`src/rtl/tref_pkg.sv`:
```
`default_nettype none
// ============================================================================
// Module   : tref_pkg
// Brief    : Shared constants and helpers for the multi-channel Tref scheduler.
// Revision : 1.0 - initial release
// ============================================================================
package tref_pkg;

    localparam int CNT_W_DEF  = 16;
    localparam int PEND_W_DEF = 3;
    localparam int PEND_MAX   = (1 << PEND_W_DEF) - 1;

    // A two-channel build still needs one index bit.
    function automatic int ch_width(input int n_ch);
        return (n_ch <= 2) ? 1 : $clog2(n_ch);
    endfunction

endpackage
`default_nettype wire

```
`src/rtl/tref_event_scheduler_if.sv`:
```
`default_nettype none
// ============================================================================
// Module   : tref_event_scheduler_if
// Brief    : Valid/ready Tref event channel towards the neuron-update core.
// Revision : 1.0 - initial release
// ============================================================================
interface tref_event_scheduler_if
    import tref_pkg::*;
#(
    parameter int N_CH = 4
) ();

    localparam int CH_W = ch_width(N_CH);

    logic            EVT_VALID;
    logic            EVT_READY;
    logic [CH_W-1:0] EVT_CH;

    modport master (output EVT_VALID, output EVT_CH, input EVT_READY);
    modport slave  (input EVT_VALID, input EVT_CH, output EVT_READY);

endinterface
`default_nettype wire

```
`src/rtl/tref_rr_arbiter.sv`:
```
`default_nettype none
// ============================================================================
// Module   : tref_rr_arbiter
// Brief    : Combinational round-robin arbiter searching upward from i_ptr.
// Revision : 1.0 - initial release
// ============================================================================
module tref_rr_arbiter
    import tref_pkg::*;
#(
    parameter  int N_CH = 4,
    localparam int CH_W = ch_width(N_CH)
) (
    input  logic [N_CH-1:0] i_req,
    input  logic [CH_W-1:0] i_ptr,
    output logic [N_CH-1:0] o_grant,
    output logic [CH_W-1:0] o_idx,
    output logic            o_any
);

    logic [CH_W-1:0] w_pos;
    logic            w_found;

    always_comb begin
        o_grant = '0;
        o_idx   = '0;
        w_pos   = '0;
        w_found = 1'b0;
        for (int k = 0; k < N_CH; k++) begin
            w_pos = CH_W'((int'(i_ptr) + k) % N_CH);
            if (!w_found && i_req[w_pos]) begin
                w_found        = 1'b1;
                o_grant[w_pos] = 1'b1;
                o_idx          = w_pos;
            end
        end
    end

    assign o_any = |i_req;

endmodule
`default_nettype wire

```
`src/rtl/tref_event_scheduler.sv`:
```
`default_nettype none
// ============================================================================
// Module   : tref_event_scheduler
// Brief    : Per-channel period timers with counted requests, arbitrated onto
//            a single valid/ready Tref event stream.
// Revision : 1.0 - initial release
// ============================================================================
module tref_event_scheduler
    import tref_pkg::*;
#(
    parameter int N_CH   = 4,
    parameter int CNT_W  = CNT_W_DEF,
    parameter int PEND_W = PEND_W_DEF
) (
    input  logic                  CLK,
    input  logic                  RST_N,
    input  logic                  EN,
    input  logic [N_CH*CNT_W-1:0] PERIOD,
    input  logic [N_CH-1:0]       TREF_FORCE,
    input  logic                  OVF_CLR,
    output logic [N_CH-1:0]       OVF_FLAG,
    tref_event_scheduler_if.master evt
);

    localparam int              CH_W       = ch_width(N_CH);
    localparam logic [PEND_W-1:0] c_PEND_MAX = '1;

    logic [N_CH-1:0] w_req;
    logic [N_CH-1:0] w_pend_nz;
    logic [N_CH-1:0] w_arb_grant;
    logic [N_CH-1:0] w_grant;
    logic [CH_W-1:0] w_arb_idx;
    logic            w_any;
    logic            w_slot_free;
    logic [CH_W-1:0] r_rr;
    logic [CH_W-1:0] r_evt_ch;
    logic            r_evt_valid;

    assign w_slot_free = !r_evt_valid || evt.EVT_READY;
    assign w_grant     = w_slot_free ? w_arb_grant : '0;

    generate
        for (genvar i = 0; i < N_CH; i++) begin : g_ch
            logic [CNT_W-1:0]  w_period;
            logic [CNT_W-1:0]  r_cnt;
            logic              w_tick;
            logic              w_sat;
            logic              w_ovf_set;
            logic [PEND_W-1:0] r_pend;
            logic              r_ovf;

            assign w_period  = PERIOD[i*CNT_W +: CNT_W];
            // >= rather than == so a shrunk period wraps immediately.
            assign w_tick    = EN && (w_period != '0) && (r_cnt >= (w_period - CNT_W'(1)));
            assign w_req[i]  = w_tick || TREF_FORCE[i];
            assign w_sat     = (r_pend == c_PEND_MAX);
            assign w_ovf_set = w_req[i] && !w_grant[i] && w_sat;
            assign w_pend_nz[i] = (r_pend != '0);
            assign OVF_FLAG[i]  = r_ovf;

            always_ff @(posedge CLK or negedge RST_N) begin
                if (!RST_N) begin
                    r_cnt <= '0;
                end else if (w_period == '0) begin
                    r_cnt <= '0;
                end else if (EN) begin
                    r_cnt <= w_tick ? '0 : r_cnt + CNT_W'(1);
                end
            end

            always_ff @(posedge CLK or negedge RST_N) begin
                if (!RST_N) begin
                    r_pend <= '0;
                    r_ovf  <= 1'b0;
                end else begin
                    if (w_req[i] && !w_grant[i] && !w_sat) begin
                        r_pend <= r_pend + PEND_W'(1);
                    end else if (!w_req[i] && w_grant[i]) begin
                        r_pend <= r_pend - PEND_W'(1);
                    end
                    r_ovf <= w_ovf_set || (r_ovf && !OVF_CLR);
                end
            end
        end
    endgenerate

    tref_rr_arbiter #(
        .N_CH (N_CH)
    ) u_arb (
        .i_req   (w_pend_nz),
        .i_ptr   (r_rr),
        .o_grant (w_arb_grant),
        .o_idx   (w_arb_idx),
        .o_any   (w_any)
    );

    always_ff @(posedge CLK or negedge RST_N) begin
        if (!RST_N) begin
            r_evt_valid <= 1'b0;
            r_evt_ch    <= '0;
            r_rr        <= '0;
        end else if (w_slot_free) begin
            r_evt_valid <= w_any;
            if (w_any) begin
                r_evt_ch <= w_arb_idx;
                r_rr     <= (w_arb_idx == CH_W'(N_CH - 1)) ? '0 : w_arb_idx + CH_W'(1);
            end
        end
    end

    assign evt.EVT_VALID = r_evt_valid;
    assign evt.EVT_CH    = r_evt_ch;

endmodule
`default_nettype wire
```
`src/flat_wrapper.sv`:
```
// flat-port wrapper written by rule: the top's interface ports become plain ports
module tref_event_scheduler_flat import tref_pkg::*;
#(
    parameter int N_CH   = 4,
    parameter int CNT_W  = CNT_W_DEF,
    parameter int PEND_W = PEND_W_DEF
)
  (CLK, RST_N, EN, PERIOD, TREF_FORCE, OVF_CLR, OVF_FLAG, evt_EVT_VALID, evt_EVT_CH, evt_EVT_READY);
  tref_event_scheduler_if #(.N_CH(N_CH)) evt_i ();
  input  logic CLK;
  input  logic RST_N;
  input  logic EN;
  input  logic [N_CH*CNT_W-1:0] PERIOD;
  input  logic [N_CH-1:0] TREF_FORCE;
  input  logic OVF_CLR;
  output logic [N_CH-1:0] OVF_FLAG;
  output wire logic [$bits(evt_i.EVT_VALID)-1:0] evt_EVT_VALID;
  output wire logic [$bits(evt_i.EVT_CH)-1:0] evt_EVT_CH;
  input wire logic [$bits(evt_i.EVT_READY)-1:0] evt_EVT_READY;
  assign evt_EVT_VALID = evt_i.EVT_VALID;
  assign evt_EVT_CH = evt_i.EVT_CH;
  assign evt_i.EVT_READY = evt_EVT_READY;
  tref_event_scheduler #(.N_CH(N_CH), .CNT_W(CNT_W), .PEND_W(PEND_W)) u_core (.CLK(CLK), .RST_N(RST_N), .EN(EN), .PERIOD(PERIOD), .TREF_FORCE(TREF_FORCE), .OVF_CLR(OVF_CLR), .OVF_FLAG(OVF_FLAG), .evt(evt_i));
endmodule
```
`config.mk`:
```
export PLATFORM = sky130hd
export DESIGN_NAME = tref_event_scheduler_flat
export DESIGN_NICKNAME = d
export VERILOG_FILES = /design/src/rtl/tref_pkg.sv /design/src/rtl/tref_event_scheduler_if.sv /design/src/rtl/tref_rr_arbiter.sv /design/src/rtl/tref_event_scheduler.sv /design/src/flat_wrapper.sv
export SDC_FILE = /design/constraint.sdc
export NUM_CORES = 1
export LEC_CHECK = 0
export BUFFER_PORTS_ARGS = -buffer_cell sky130_fd_sc_hd__buf_2
export CAP_MARGIN = 30
export CORE_MARGIN = 2
export CORE_UTILIZATION = 35
export CTS_CLUSTER_SIZE = 40
export DETAILED_ROUTE_END_ITERATION = 7
export RECOVER_POWER = 25
export SLEW_MARGIN = 20
export SYNTH_ARGS = -nofsm -noshare
export SYNTH_HDL_FRONTEND = slang
export SYNTH_SLANG_ARGS = --single-unit
export TNS_END_PERCENT = 30
```
`constraint.sdc`:
```
create_clock -name CLK -period 4.65 [get_ports CLK]
set_clock_uncertainty 0.1 [all_clocks]
set_input_delay 0.93 -clock CLK [delete_from_list [all_inputs] [get_ports CLK]]
set_output_delay 0.93 -clock CLK [all_outputs]
set_load 0.005 [all_outputs]
```
==> metrics.md <==
| Metric | Value |
|---|---|
| Cts hold-fix bufs | 0 |
| Clk slew on worst S/H paths | 0.06 ns |
| Final WL | 17.4 mm |
| CP endpoint kind | register |
| Commonest register cell after synthesis | dfrtp_1 |
| Routability-driven placement congestion ratio | 0.796 |
| Resized cells post-CTS | 0 |
| Critical path class | input pin to register |
| Ys Warns | 0 |
| Total CTS buffers | 9 |
| Post-synth EDFFs | 0 |
| # fillers | 2210 |
| Synthesized area | 7890 um^2 |
| Initial Util | 35.9% |
| Minimum clock period | 4.33 ns |
| Initial DRC Count | 322 |
| Setup violators final | 0 |
| # Post-CTS Setup Buffers | 0 |
| Critical Path Max Stage Delay | 0.45 ns |
| Final Non-Filler Cells | 1292 |
| Via count | 6963 |
| Maxcap violations | 1 |
| Leakage power | 4.24 nW |
| Core ar. | 22000 um^2 |
| Status | complete, but fails checks |
| Ranking of synthesized cells by area | dfrtp_1 27%, ha_1 13%, o21ai_0 4.6%, a21o_1 4.5%, xnor2_1 4.4% |
| Synth Instances | 902 |
| Avg WL per Cell | 13.5 um |
| Peak VDD IR | 0.307 mV |
| HP Class | register to register |
| FMAX | 0.231 GHz |
| DR pass1 iterations | 4 |
| Setup TNS | 0 ns |
| Antenna-violating nets left | 0 |
| Port Buffers | 79 |
| Cell accounting for the most synthesized area | dfrtp_1 |
| CP Launch Type | input pin |
| Crit path max-delay family | compound AO/OA/AOI/OAI gates |
| Power density over the cells | 351 nW/um^2 |
| Net count reported at finish | 1169 |
| First-pass GRT wire length | 30.4 mm |
| Worst-margin pin slew | 3.03 ns |
| Register bit total from synthesis | 85 |
| Max Slew Vio Count | 56 |
| DIE WIDTH | 154 um |
| Initial antenna violation count | 0 |
| Commonest cells post-synth | 85 x dfrtp_1, 85 x ha_1, 72 x o21ai_0 |
| Netlist cell types | 69 |
| Fin util | 41.6% |
| # DRC | 0 |
| Failing checks | capacitance limit, slew limit |
| Tot GR Track Use | 15.1% |
| P&R area growth vs syn | 15.8% |
| Final hold viol count | 0 |
| Layout cells sized above 1 | 17.3% |
| Most common cell on crit path | a2111oi_2 |
| Die area | 23800 um^2 |
| Post-synth ARST share | 100% |
| Slowest CP cell | fa_1 |
| Die height | 154 um |
| Clock Sinks | 85 |
| Largest net degree at the start of global routing | 56 |
| Syn nets | 1064 |
| Vias in the first global route | 6654 |
| Total power | 0.00321 W |
| RSZ-0062 raised after global routing | false |
| Share of the synthesized area in the top cell type | 26.9% |
| Max_slew headroom | -102% |
| Clock latency on the worst-skew pair | 0.34 ns |
| CTS max path bufs | 2 |
| Max FO, Critical Path | 4 |
| I/O pin count | 80 |
| Root cell of the clock tree | clkbuf_16 |
| GRT overflow | 0 |
| H-tree depth | 3 |
| Inst Count DP | 1276 |
| Critical-path cell list | buf_2, nor4_2, nand2b_1, or3_1, nor2_1, xnor2_1, ha_1, a211oi_1, o211ai_1, a221o_1, a31o_2, a21o_1, nand3_1, fa_1, a2111oi_2, a2111oi_2 |
| Dpl hpwl | 13.4 mm |
| Rows | 54 |
| Worst path buffer plus inverter count | 1 |
| Vias/cell | 5.39 |
| Crit share post-route | 93.0% |
| Critical path arrival | 4.45 ns |
| CTS tree | yes |
| Syn Area/Cell | 8.75 um^2 |
| Post-synthesis sequential area ratio | 26.9% |
| Antenna diode count | 0 |
| Required @ worst endpoint | 4.77 ns |
==> routing by layer <==
metal,wire [um],GRT usage (%)
met1,8610,20.1
met4,157,3.52
met5,0,0
met2,8210,25.7
met3,467,2.24
==> sequential cells by signal, summed over array words and instances (netlist names) <==
register and count:
u_core.g_ch.r_pend 12, u_core.evt.EVT_VALID 1, u_core.r_rr 2, u_core.g_ch.r_cnt 64, u_core.evt.EVT_CH 2, u_core.g_ch.r_ovf 4
==> stage by stage <==
stage | cell area (um^2) | hold WS (ns) | setup WS (ns)
global route | 9140 | 0.431 | 0.0282
detailed placement | 8850 | 0.394 | -0.107
global placement | 8850 | 0.395 | -0.0806
finish | 9140 | 0.403 | 0.323
floorplan | 7890 | 0.380 | -0.0169
CTS | 9120 | 0.411 | 0.249
==> worst register-to-register path, delay by kind of cell (launching register included) <==
kind	cells	cell delay [ns]
buffers and inverters	1	0.23
DFF	1	0.53
and+or+nand+nor	3	0.61
AOI/OAI and AO/OA	5	1.22
adders and majority gates	2	0.92
==> power by group <==
part	leakage [nW]	internal (W)	switching, W
Sequential	1.12	0.000884	0.000233
Clock	0.126	0.000363	0.000297
Combinational	2.99	0.000678	0.000754
==> area by class of cell <==
| cell class | count | area [um^2] | area share [%] |
|---|---|---|---|
| Inverter | 37 | 139 | 1.52 |
| Timing Repair Buffer | 122 | 742 | 8.12 |
| Multi-Input combinational cell | 752 | 5510 | 60.3 |
| Clock inverter | 5 | 37.5 | 0.411 |
| Sequential cell | 85 | 2130 | 23.3 |
| Clock buffer | 11 | 233 | 2.55 |
| Tap cell | 280 | 350 | 3.83 |
==> kinds of logic (layout without fill, tap and decap cells) <==
family / Yosys count / in the layout / synth area share (%)
multiplexers: 8 / 8 / 1.68
buffers and inverters: 65 / 175 / 3.52
XOR/XNOR: 61 / 61 / 6.77
AO/OA/AOI/OAI: 258 / 258 / 23.0
adder cells (fa/ha/maj): 89 / 89 / 14.5
AND/OR/NAND/NOR: 336 / 336 / 23.6
flip-flops: 85 / 85 / 26.9
==> placed cells by master, fill, tap and decap left out, types with 6 or more instances in the layout <==
cell and n:
ha_1 85, dfrtp_1 85, buf_2 78, o21ai_0 71, nand2_1 62, a21o_1 47, nor2_1 46, buf_4 41
xnor2_1 40, inv_1 37, nand3_1 35, nor3_1 31, nor3b_1 30, a21oi_1 27, nor4_1 24, a211oi_1 24
and3_1 22, xor2_1 21, nand2b_1 17, or3_1 15, o21a_1 9, clkbuf_16 9, nand4_1 8, nor2b_1 8
o211ai_1 7, a211o_1 7, a31oi_1 7, a22o_1 7, o22ai_1 7, and2_1 6, a31o_2 6, a2111oi_2 6
==> worst paths after layout <==
check	endpoint	startpoint	cells past startpoint	slack (ns)
setup / recovery	u_core.g_ch[0].r_pend[1]	PERIOD[2]	16	0.32
hold / removal	u_core.evt.EVT_CH[0]	u_core.evt.EVT_CH[0]	1	0.40
setup reg to reg	u_core.g_ch[1].r_pend[2]	u_core.r_rr[1]	11	0.91
hold reg to reg	u_core.evt.EVT_CH[0]	u_core.evt.EVT_CH[0]	1	0.40
max in group asynchronous	u_core.g_ch[0].r_cnt[14]	RST_N	1	1.26
min in group asynchronous	u_core.g_ch[3].r_cnt[0]	RST_N	1	1.48
No activity file was read; power rests on OpenSTA's default activity.
